[config.mk]
export PLATFORM = sky130hd
export DESIGN_NAME = voq_sched_flat
export DESIGN_NICKNAME = d
export VERILOG_FILES = /design/src/rtl/voq_sched_if.sv /design/src/rtl/voq_sched.sv /design/src/flat_wrapper.sv
export SDC_FILE = /design/constraint.sdc
export NUM_CORES = 1
export LEC_CHECK = 0
export ABC_AREA = 1
export ABC_CLOCK_PERIOD_IN_PS = 18570
export CAP_MARGIN = 0
export CORE_MARGIN = 8
export CORE_UTILIZATION = 55
export CTS_CLUSTER_SIZE = 40
export DETAILED_ROUTE_END_ITERATION = 8
export PLACE_DENSITY = 0.74
export SETUP_SLACK_MARGIN = 0.2
export SYNTH_ARGS = -nofsm -noshare
export SYNTH_HDL_FRONTEND = slang
export SYNTH_SLANG_ARGS = --single-unit
[constraint.sdc]
create_clock -name clk -period 18.57 [get_ports clk]
set_input_delay 1.857 -clock clk [delete_from_list [all_inputs] [get_ports clk]]
set_output_delay 1.857 -clock clk [all_outputs]
set_load 0.01 [all_outputs]
[src/rtl/voq_sched_if.sv]
// Switch-side bundle for the VOQ crossbar scheduler: VOQ status in, read and mux controls out.
interface voq_sched_if #(
    parameter int PORT_NUB = 4
);
    localparam int WIDTH_SEL = $clog2(PORT_NUB);

    logic [PORT_NUB*PORT_NUB-1:0]  req;
    logic [PORT_NUB-1:0]           eop;
    logic [PORT_NUB-1:0]           out_ready;
    logic [PORT_NUB-1:0]           rd_en;
    logic [PORT_NUB*WIDTH_SEL-1:0] rd_sel;
    logic [PORT_NUB*WIDTH_SEL-1:0] mux_sel;
    logic [PORT_NUB-1:0]           out_valid;

    modport master (
        output req, eop, out_ready,
        input  rd_en, rd_sel, mux_sel, out_valid
    );

    modport slave (
        input  req, eop, out_ready,
        output rd_en, rd_sel, mux_sel, out_valid
    );
endinterface

[src/rtl/voq_sched.sv]
// Packet-granular crossbar scheduler: per-output round-robin over inputs, a rotating
// output-priority pointer to settle input conflicts, and grants held until end of packet.
module voq_sched #(
    parameter int PORT_NUB = 4
) (
    input  logic        clk,
    input  logic        rst,
    voq_sched_if.slave  sw
);
    localparam int WIDTH_SEL = $clog2(PORT_NUB);

    typedef logic [WIDTH_SEL-1:0] sel_t;
    typedef enum logic {IDLE, BUSY} state_e;

    state_e state_q  [PORT_NUB];
    state_e state_d  [PORT_NUB];
    sel_t   gnt_q    [PORT_NUB];
    sel_t   gnt_d    [PORT_NUB];
    sel_t   rr_ptr_q [PORT_NUB];
    sel_t   rr_ptr_d [PORT_NUB];
    sel_t   out_ptr_q;

    logic [PORT_NUB-1:0]           locked;
    logic [PORT_NUB-1:0]           taken;
    logic                          found;
    sel_t                          o_idx;
    sel_t                          i_idx;
    logic [PORT_NUB-1:0]           rd_en_c;
    logic [PORT_NUB-1:0]           out_valid_c;
    logic [PORT_NUB*WIDTH_SEL-1:0] rd_sel_c;
    logic [PORT_NUB*WIDTH_SEL-1:0] mux_sel_c;

    // An input stays locked for as long as any output holds a grant on it.
    always_comb begin
        locked = '0;
        for (int o = 0; o < PORT_NUB; o++) begin
            if (state_q[o] == BUSY) begin
                locked[gnt_q[o]] = 1'b1;
            end
        end
    end

    // Datapath controls depend only on registered state and out_ready.
    always_comb begin
        rd_en_c     = '0;
        rd_sel_c    = '0;
        out_valid_c = '0;
        mux_sel_c   = '0;
        for (int o = 0; o < PORT_NUB; o++) begin
            mux_sel_c[o*WIDTH_SEL +: WIDTH_SEL] = gnt_q[o];
            if (state_q[o] == BUSY) begin
                out_valid_c[o]                                     = sw.out_ready[o];
                rd_en_c[gnt_q[o]]                                  = sw.out_ready[o];
                rd_sel_c[int'(gnt_q[o])*WIDTH_SEL +: WIDTH_SEL]    = sel_t'(o);
            end
        end
    end

    assign sw.rd_en     = rd_en_c;
    assign sw.rd_sel    = rd_sel_c;
    assign sw.out_valid = out_valid_c;
    assign sw.mux_sel   = mux_sel_c;

    // Outputs are visited from out_ptr upward; each idle, ready output takes the first
    // free requesting input from its own rr_ptr, and 'taken' keeps later outputs off it.
    always_comb begin
        taken = '0;
        found = 1'b0;
        o_idx = '0;
        i_idx = '0;
        for (int o = 0; o < PORT_NUB; o++) begin
            state_d[o]  = state_q[o];
            gnt_d[o]    = gnt_q[o];
            rr_ptr_d[o] = rr_ptr_q[o];
        end
        for (int k = 0; k < PORT_NUB; k++) begin
            o_idx = out_ptr_q + sel_t'(k);
            if (state_q[o_idx] == IDLE) begin
                if (sw.out_ready[o_idx]) begin
                    found = 1'b0;
                    for (int j = 0; j < PORT_NUB; j++) begin
                        i_idx = rr_ptr_q[o_idx] + sel_t'(j);
                        if (!found && sw.req[int'(o_idx)*PORT_NUB + int'(i_idx)] &&
                            !locked[i_idx] && !taken[i_idx]) begin
                            found          = 1'b1;
                            taken[i_idx]   = 1'b1;
                            state_d[o_idx] = BUSY;
                            gnt_d[o_idx]   = i_idx;
                        end
                    end
                end
            end else if (rd_en_c[gnt_q[o_idx]] && sw.eop[gnt_q[o_idx]]) begin
                state_d[o_idx]  = IDLE;
                rr_ptr_d[o_idx] = gnt_q[o_idx] + sel_t'(1);
            end
        end
    end

    for (genvar gi = 0; gi < PORT_NUB; gi++) begin : g_out
        always_ff @(posedge clk) begin
            if (rst) begin
                state_q[gi]  <= IDLE;
                gnt_q[gi]    <= '0;
                rr_ptr_q[gi] <= '0;
            end else begin
                state_q[gi]  <= state_d[gi];
                gnt_q[gi]    <= gnt_d[gi];
                rr_ptr_q[gi] <= rr_ptr_d[gi];
            end
        end
    end

    always_ff @(posedge clk) begin
        if (rst) begin
            out_ptr_q <= '0;
        end else begin
            out_ptr_q <= out_ptr_q + sel_t'(1);
        end
    end
endmodule
[src/flat_wrapper.sv]
// flat-port wrapper written by rule: the top's interface ports become plain ports
module voq_sched_flat 
#(
    parameter int PORT_NUB = 4
)
  (clk, rst, sw_req, sw_eop, sw_out_ready, sw_rd_en, sw_rd_sel, sw_mux_sel, sw_out_valid);
  voq_sched_if #(.PORT_NUB(PORT_NUB)) sw_i ();
  input  logic clk;
  input  logic rst;
  input wire logic [$bits(sw_i.req)-1:0] sw_req;
  input wire logic [$bits(sw_i.eop)-1:0] sw_eop;
  input wire logic [$bits(sw_i.out_ready)-1:0] sw_out_ready;
  output wire logic [$bits(sw_i.rd_en)-1:0] sw_rd_en;
  output wire logic [$bits(sw_i.rd_sel)-1:0] sw_rd_sel;
  output wire logic [$bits(sw_i.mux_sel)-1:0] sw_mux_sel;
  output wire logic [$bits(sw_i.out_valid)-1:0] sw_out_valid;
  assign sw_i.req = sw_req;
  assign sw_i.eop = sw_eop;
  assign sw_i.out_ready = sw_out_ready;
  assign sw_rd_en = sw_i.rd_en;
  assign sw_rd_sel = sw_i.rd_sel;
  assign sw_mux_sel = sw_i.mux_sel;
  assign sw_out_valid = sw_i.out_valid;
  voq_sched #(.PORT_NUB(PORT_NUB)) u_core (.clk(clk), .rst(rst), .sw(sw_i));
endmodule
# After elaboration in Yosys (flattened, before gate mapping)
# Memory sizes are Yosys's and may differ from the RTL's. A register that Yosys moved wholly into a read port is not among the register bits.
# Index checks and enable logic that the tools add are counted.
[totals]
ff_bits = 2
mem_bits_rw = 20
inputBits = 26
out_inout_bits = 24
word_cells = 735
mem_count = 3
[memory_table]
columns = ["name", "words", "word_bits", "rd", "rd_clocked_by_memory_dff", "write_ports", "line_no", "source"]
rows = [
  ["u_core.gnt_q", 4, 2, 8, 1, 4, "voq_sched.sv:17", "sel_t gnt_q [PORT_NUB];"],
  ["u_core.rr_ptr_q", 4, 2, 8, 1, 4, "voq_sched.sv:19", "sel_t rr_ptr_q [PORT_NUB];"],
  ["u_core.state_q", 4, 1, 8, 1, 4, "voq_sched.sv:15", "state_e state_q [PORT_NUB];"],
]
[op_classes]
add_sub_neg = 39
magnitude_cmp = 71
shifts = 8
mux = 439
bitwise_logic = 59
n_reduce_logical = 115
[ops]
columns = ["operator", "count"]
rows = [
  ["less-than comparator 32 x 6 -> 1 bit (second input constant)", 16],
  ["2-to-1 mux 8 bit", 60],
  ["2-to-1 mux 4 bit", 105],
  ["bitwise mux 8 bit", 23],
  ["2-to-1 mux 1 bit", 146],
  ["negator 3 -> 33 bit", 4],
  ["OR 4 bit", 33],
  ["variable shift 2 x 33 -> 8 bit (first input constant)", 4],
  ["variable part select 2 x 33 -> 8 bit (first input constant)", 4],
  ["binary-select mux 1 bit (select 2 bit)", 44],
  ["less-than comparator 2 x 3 -> 1 bit (second input constant)", 28],
  ["adder 4 x 2 -> 5 bit", 16],
  ["logical AND 1 bit", 71],
  ["binary-select mux 1 bit (select 4 bit)", 16],
  ["demux 1 bit (select 2 bit)", 23],
  ["logical NOT 1 bit", 44],
  [">= comparator 2 x 1 -> 1 bit (second input constant)", 19],
  ["2-to-1 mux 2 bit", 15],
  ["adder 2 bit (second input constant)", 10],
  ["AND 4 bit", 5],
  ["adder 2 x 1 -> 2 bit (second input constant)", 9],
  ["demux 2 bit (select 2 bit)", 4],
  ["inverter 4 bit", 4],
  ["bitwise mux 4 bit", 3],
  ["other kinds (5)", 25],
]

# Depth between registers and ports, before layout
# An unclocked memory read counts as a cell.
[depth]
word_depth = 126
mapped_depth = 67
ltp_nobuf = 65

# Worst setup path before layout
# Ideal clock, no wire load.
[synth_timing]
path_type = "register to register"
start = "register u_core.out_ptr_q[1]"
end = "memory u_core.gnt_q[1][0] (netlist name)"
setup_ns = 0.117
arrival_ns = 7.873
required_time_ns = 18.453
path_slack_ns = 10.580
stages_incl_launch_ff = 58
n_path_buf = 9
period_less_slack_ns = 7.990
path_cell_list = "dfxtp_1 > buf_4 > inv_2 > buf_2 > buf_1 > buf_1 > ha_1 > inv_1 > nand2_1 > nand2_1 > clkbuf_1 > clkbuf_1 > inv_1 > buf_2 > ha_1 > inv_1 > buf_2 > nor2_1 > (+22 left out) > nand3_2 > nand4_1 > nand3_1 > nand3_2 > nand4_1 > nand2_1 > nand3_2 > nand3_2 > a21boi_2 > nor2_1 > nand3_4 > o21ai_1 > nand3_1 > nand3_2 > buf_2 > nand2_1 > a21oi_1 > nor2_1"
[synth_lines]
columns = ["element", "line_no", "source"]
rows = [
  ["start: declaration", "voq_sched.sv:21", "sel_t out_ptr_q;"],
  ["start signal: assignment", "voq_sched.sv:117", "out_ptr_q <= out_ptr_q + sel_t'(1);"],
  ["end: declaration", "voq_sched.sv:17", ""],
]

==> results.cfg <==
[routing]
avgRoutedWirePerCell_um = 18.3
drt_wl_total_um = 35400
drtIter0Drc = 1732
vias = 12200
post-route-drc-count = 0
viasPerCell = 6.29
drt_first_pass_iters = 9
ant_nets = 0

[setup_path]
worstReg2RegStart = u_core.out_ptr_q[0]
rr_worst_depth = 52
slowest_stage = ha_1
path_max_fanout = 74
required_ns = 18.73
cp-end-kind = flip-flop
regToRegSetupSlack_ns = 7.70
cp_common_cell = nand3_1
cpPeakStageDelay_ns = 0.73
worstSetupStartpointType = flip-flop
rr_endpoint = u_core.gnt_q[3][1]
crit_arrival_ns = 11.03
critPathKind = flip-flop to flip-flop

[synth]
ys_ff_latch = 22
async_flop_share_pct = 0
synth.distinct_cells = 58
syn-cell-area_um2 = 8950
syn_nets = 1794
synthFlopType = dfxtp_1
ys_warn_count = 0
synth-seq-area-share_pct = 4.92
syn_area_per_cell_um2 = 5.14
synth_edf_count = 0
syn_inst = 1743

[timing]
fmax_ghz = 0.0920
slew-limit-headroom_pct = 22.3
worstMarginPinSlew_ns = 1.15
hold_ws_ns = 0.732
setup_viol = 0
rsz0062_at_grt = false
fin_tns_setup_ns = 0
skew_ns = 0.00450
hold_violations = 0
period_needed_ns = 10.87
period_share_pct = 58.5
drv_slew = 0

[global_route]
grt_pass1_vias = 10300
grt_start_max_net_pins = 75
track_usage_pct = 33.1
grt_pass1_wl_um = 55100
antenna_found_initial = 0
grt_overflow = 0

[clocking]
tritoncts = built
htree_levels = 1
cts_buffer_depth = 2
post_cts_buffers = 0
cts_hold_buffers = 0
insertion_delay_ns = 0.26
path_clk_slew_ns = 0.07
cts_buffers = 3
cts.sinks = 22
post_cts_resized = 0
root_buffer = clkbuf_16

[die]
io_pins = 50
die_w_um = 144
rows = 46
core-area_um2 = 15900
initial_core_util_pct = 56.4
dieArea_um2 = 20600
die_h_um = 144

[final_layout]
drive_gt1_share_pct = 6.34
multiInputGateArea_um2 = 7260
regArea_um2 = 442
antennaDiodeCount = 0
fin_nets = 1772
area_delta_synth_final_pct = 6.43
fin_util_pct = 60.0
fill_cells = 1702

[pwr]
powerDensity_nw_per_um2 = 177
power_leakage_nw = 4.31
ir_drop_mv = 0.138

[min_path]
min_path_type = flip-flop to flip-flop
hold_depth = 4
worstHoldEndpoint = u_core.rr_ptr_q[1][1]
hold_start = u_core.rr_ptr_q[1][1]

[placement]
port_buffers = 49
dp_hpwl_um = 26700
gp_congestion = 1.05

[flow_run]
maxCapViolCount = 0

[run_status]
outcome = finished clean
-- state kept, by name, summed over array words and instances (netlist names) --
name,count
u_core.state_q,4
u_core.rr_ptr_q,8
u_core.gnt_q,8
u_core.out_ptr_q,2
-- layout by cell type (no fill, tap or decap), types with 14 or more instances in the layout --
cell	instances
nor2_1	157
inv_2	16
inv_1	198
nand2_1	453
nand3_2	22
nor3_1	14
ha_1	25
clkdlybuf4s50_1	49
dfxtp_1	21
nand4_1	34
o211ai_1	54
buf_4	18
o21ai_1	22
a21oi_1	62
o21ai_0	218
nand3_1	209
-- through the flow --
step                cell area [µm²]  power [mW]  std cells  setup WS [ns]
global route                   9530        1.83       1936           6.65
CTS                            9530        1.63       1936           7.98
global placement               9420        1.54       1932           8.31
floorplan                      8950        1.20       1743          10.58
detailed placement             9420        1.56       1932           7.99
finish                         9530        1.68       1936           7.70
-- final cells by class --
type / instances / share of cell area, %
clock buffers: 3 / 0.788
flip-flops and latches: 22 / 4.64
multi-input cells: 1408 / 76.2
clock inverters: 1 / 0.315
well taps: 216 / 2.84
repair buffers: 67 / 6.57
inverters: 219 / 8.65
-- synthesized netlist by cell type, drive strengths merged (17+ instances only) --
| library cell | instances | area [µm²] |
|---|---|---|
| nand2 | 465 | 1780 |
| o21ai | 242 | 1220 |
| nand3 | 239 | 1410 |
| inv | 215 | 810 |
| nor2 | 167 | 671 |
| a21oi | 64 | 328 |
| o211ai | 54 | 405 |
| clkbuf | 48 | 180 |
| buf | 46 | 246 |
| nand4 | 34 | 213 |
| ha | 25 | 313 |
| dfxtp | 22 | 440 |
| nor3 | 17 | 113 |
-- worst max-delay path: cells and delay by family, from the launching register on --
family	cells	cell delay, ns
buffers and inverters	12	3.39
AOI/OAI and AO/OA	5	1.05
DFF	1	0.32
adders and majority gates	2	1.33
and+or+nand+nor	33	4.54
-- how the worst max path moves through the flow --
stage	start	endpoint	cells past startpoint
after global placement	u_core.out_ptr_q[0]	u_core.gnt_q[0][0]	49
after detailed placement	u_core.out_ptr_q[0]	u_core.gnt_q[3][1]	53
after CTS	u_core.out_ptr_q[0]	u_core.gnt_q[3][1]	53
final	u_core.out_ptr_q[0]	u_core.gnt_q[3][1]	52
after global routing	u_core.out_ptr_q[0]	u_core.gnt_q[3][1]	55
after floorplan	u_core.out_ptr_q[1]	u_core.gnt_q[1][0]	57
-- per-layer routing --
| layer | vias up | track usage (%) | share of wire [%] | wire, µm |
|---|---|---|---|---|
| li1 | 5853 | - | - | - |
| met1 | 5349 | 44.2 | 40 | 14100 |
| met2 | 877 | 51.3 | 43 | 15200 |
| met3 | 104 | 8.00 | 14 | 4840 |
| met4 | 0 | 10.2 | 3.4 | 1200 |
| met5 | - | 0 | 0 | 0 |
-- power breakdown --
group / total [mW] / internal, mW / switching [mW] / leakage (nW)
clock network: 0.0634 / 0.0429 / 0.0205 / 0.0511
logic: 1.52 / 0.483 / 1.03 / 4.07
registers: 0.102 / 0.0621 / 0.0399 / 0.182
total: 1.68 / 0.588 / 1.09 / 4.31
-- cell families after synthesis --
kind of cell    synth area share, %
flops                          4.92
compound gates                 28.4
simple gates                   47.6
xor+xnor                     0.0979
buf+inv                        14.0
mux                            1.43
fa+ha+maj                      3.49
Note: power is estimated with default switching activity, not from simulation.
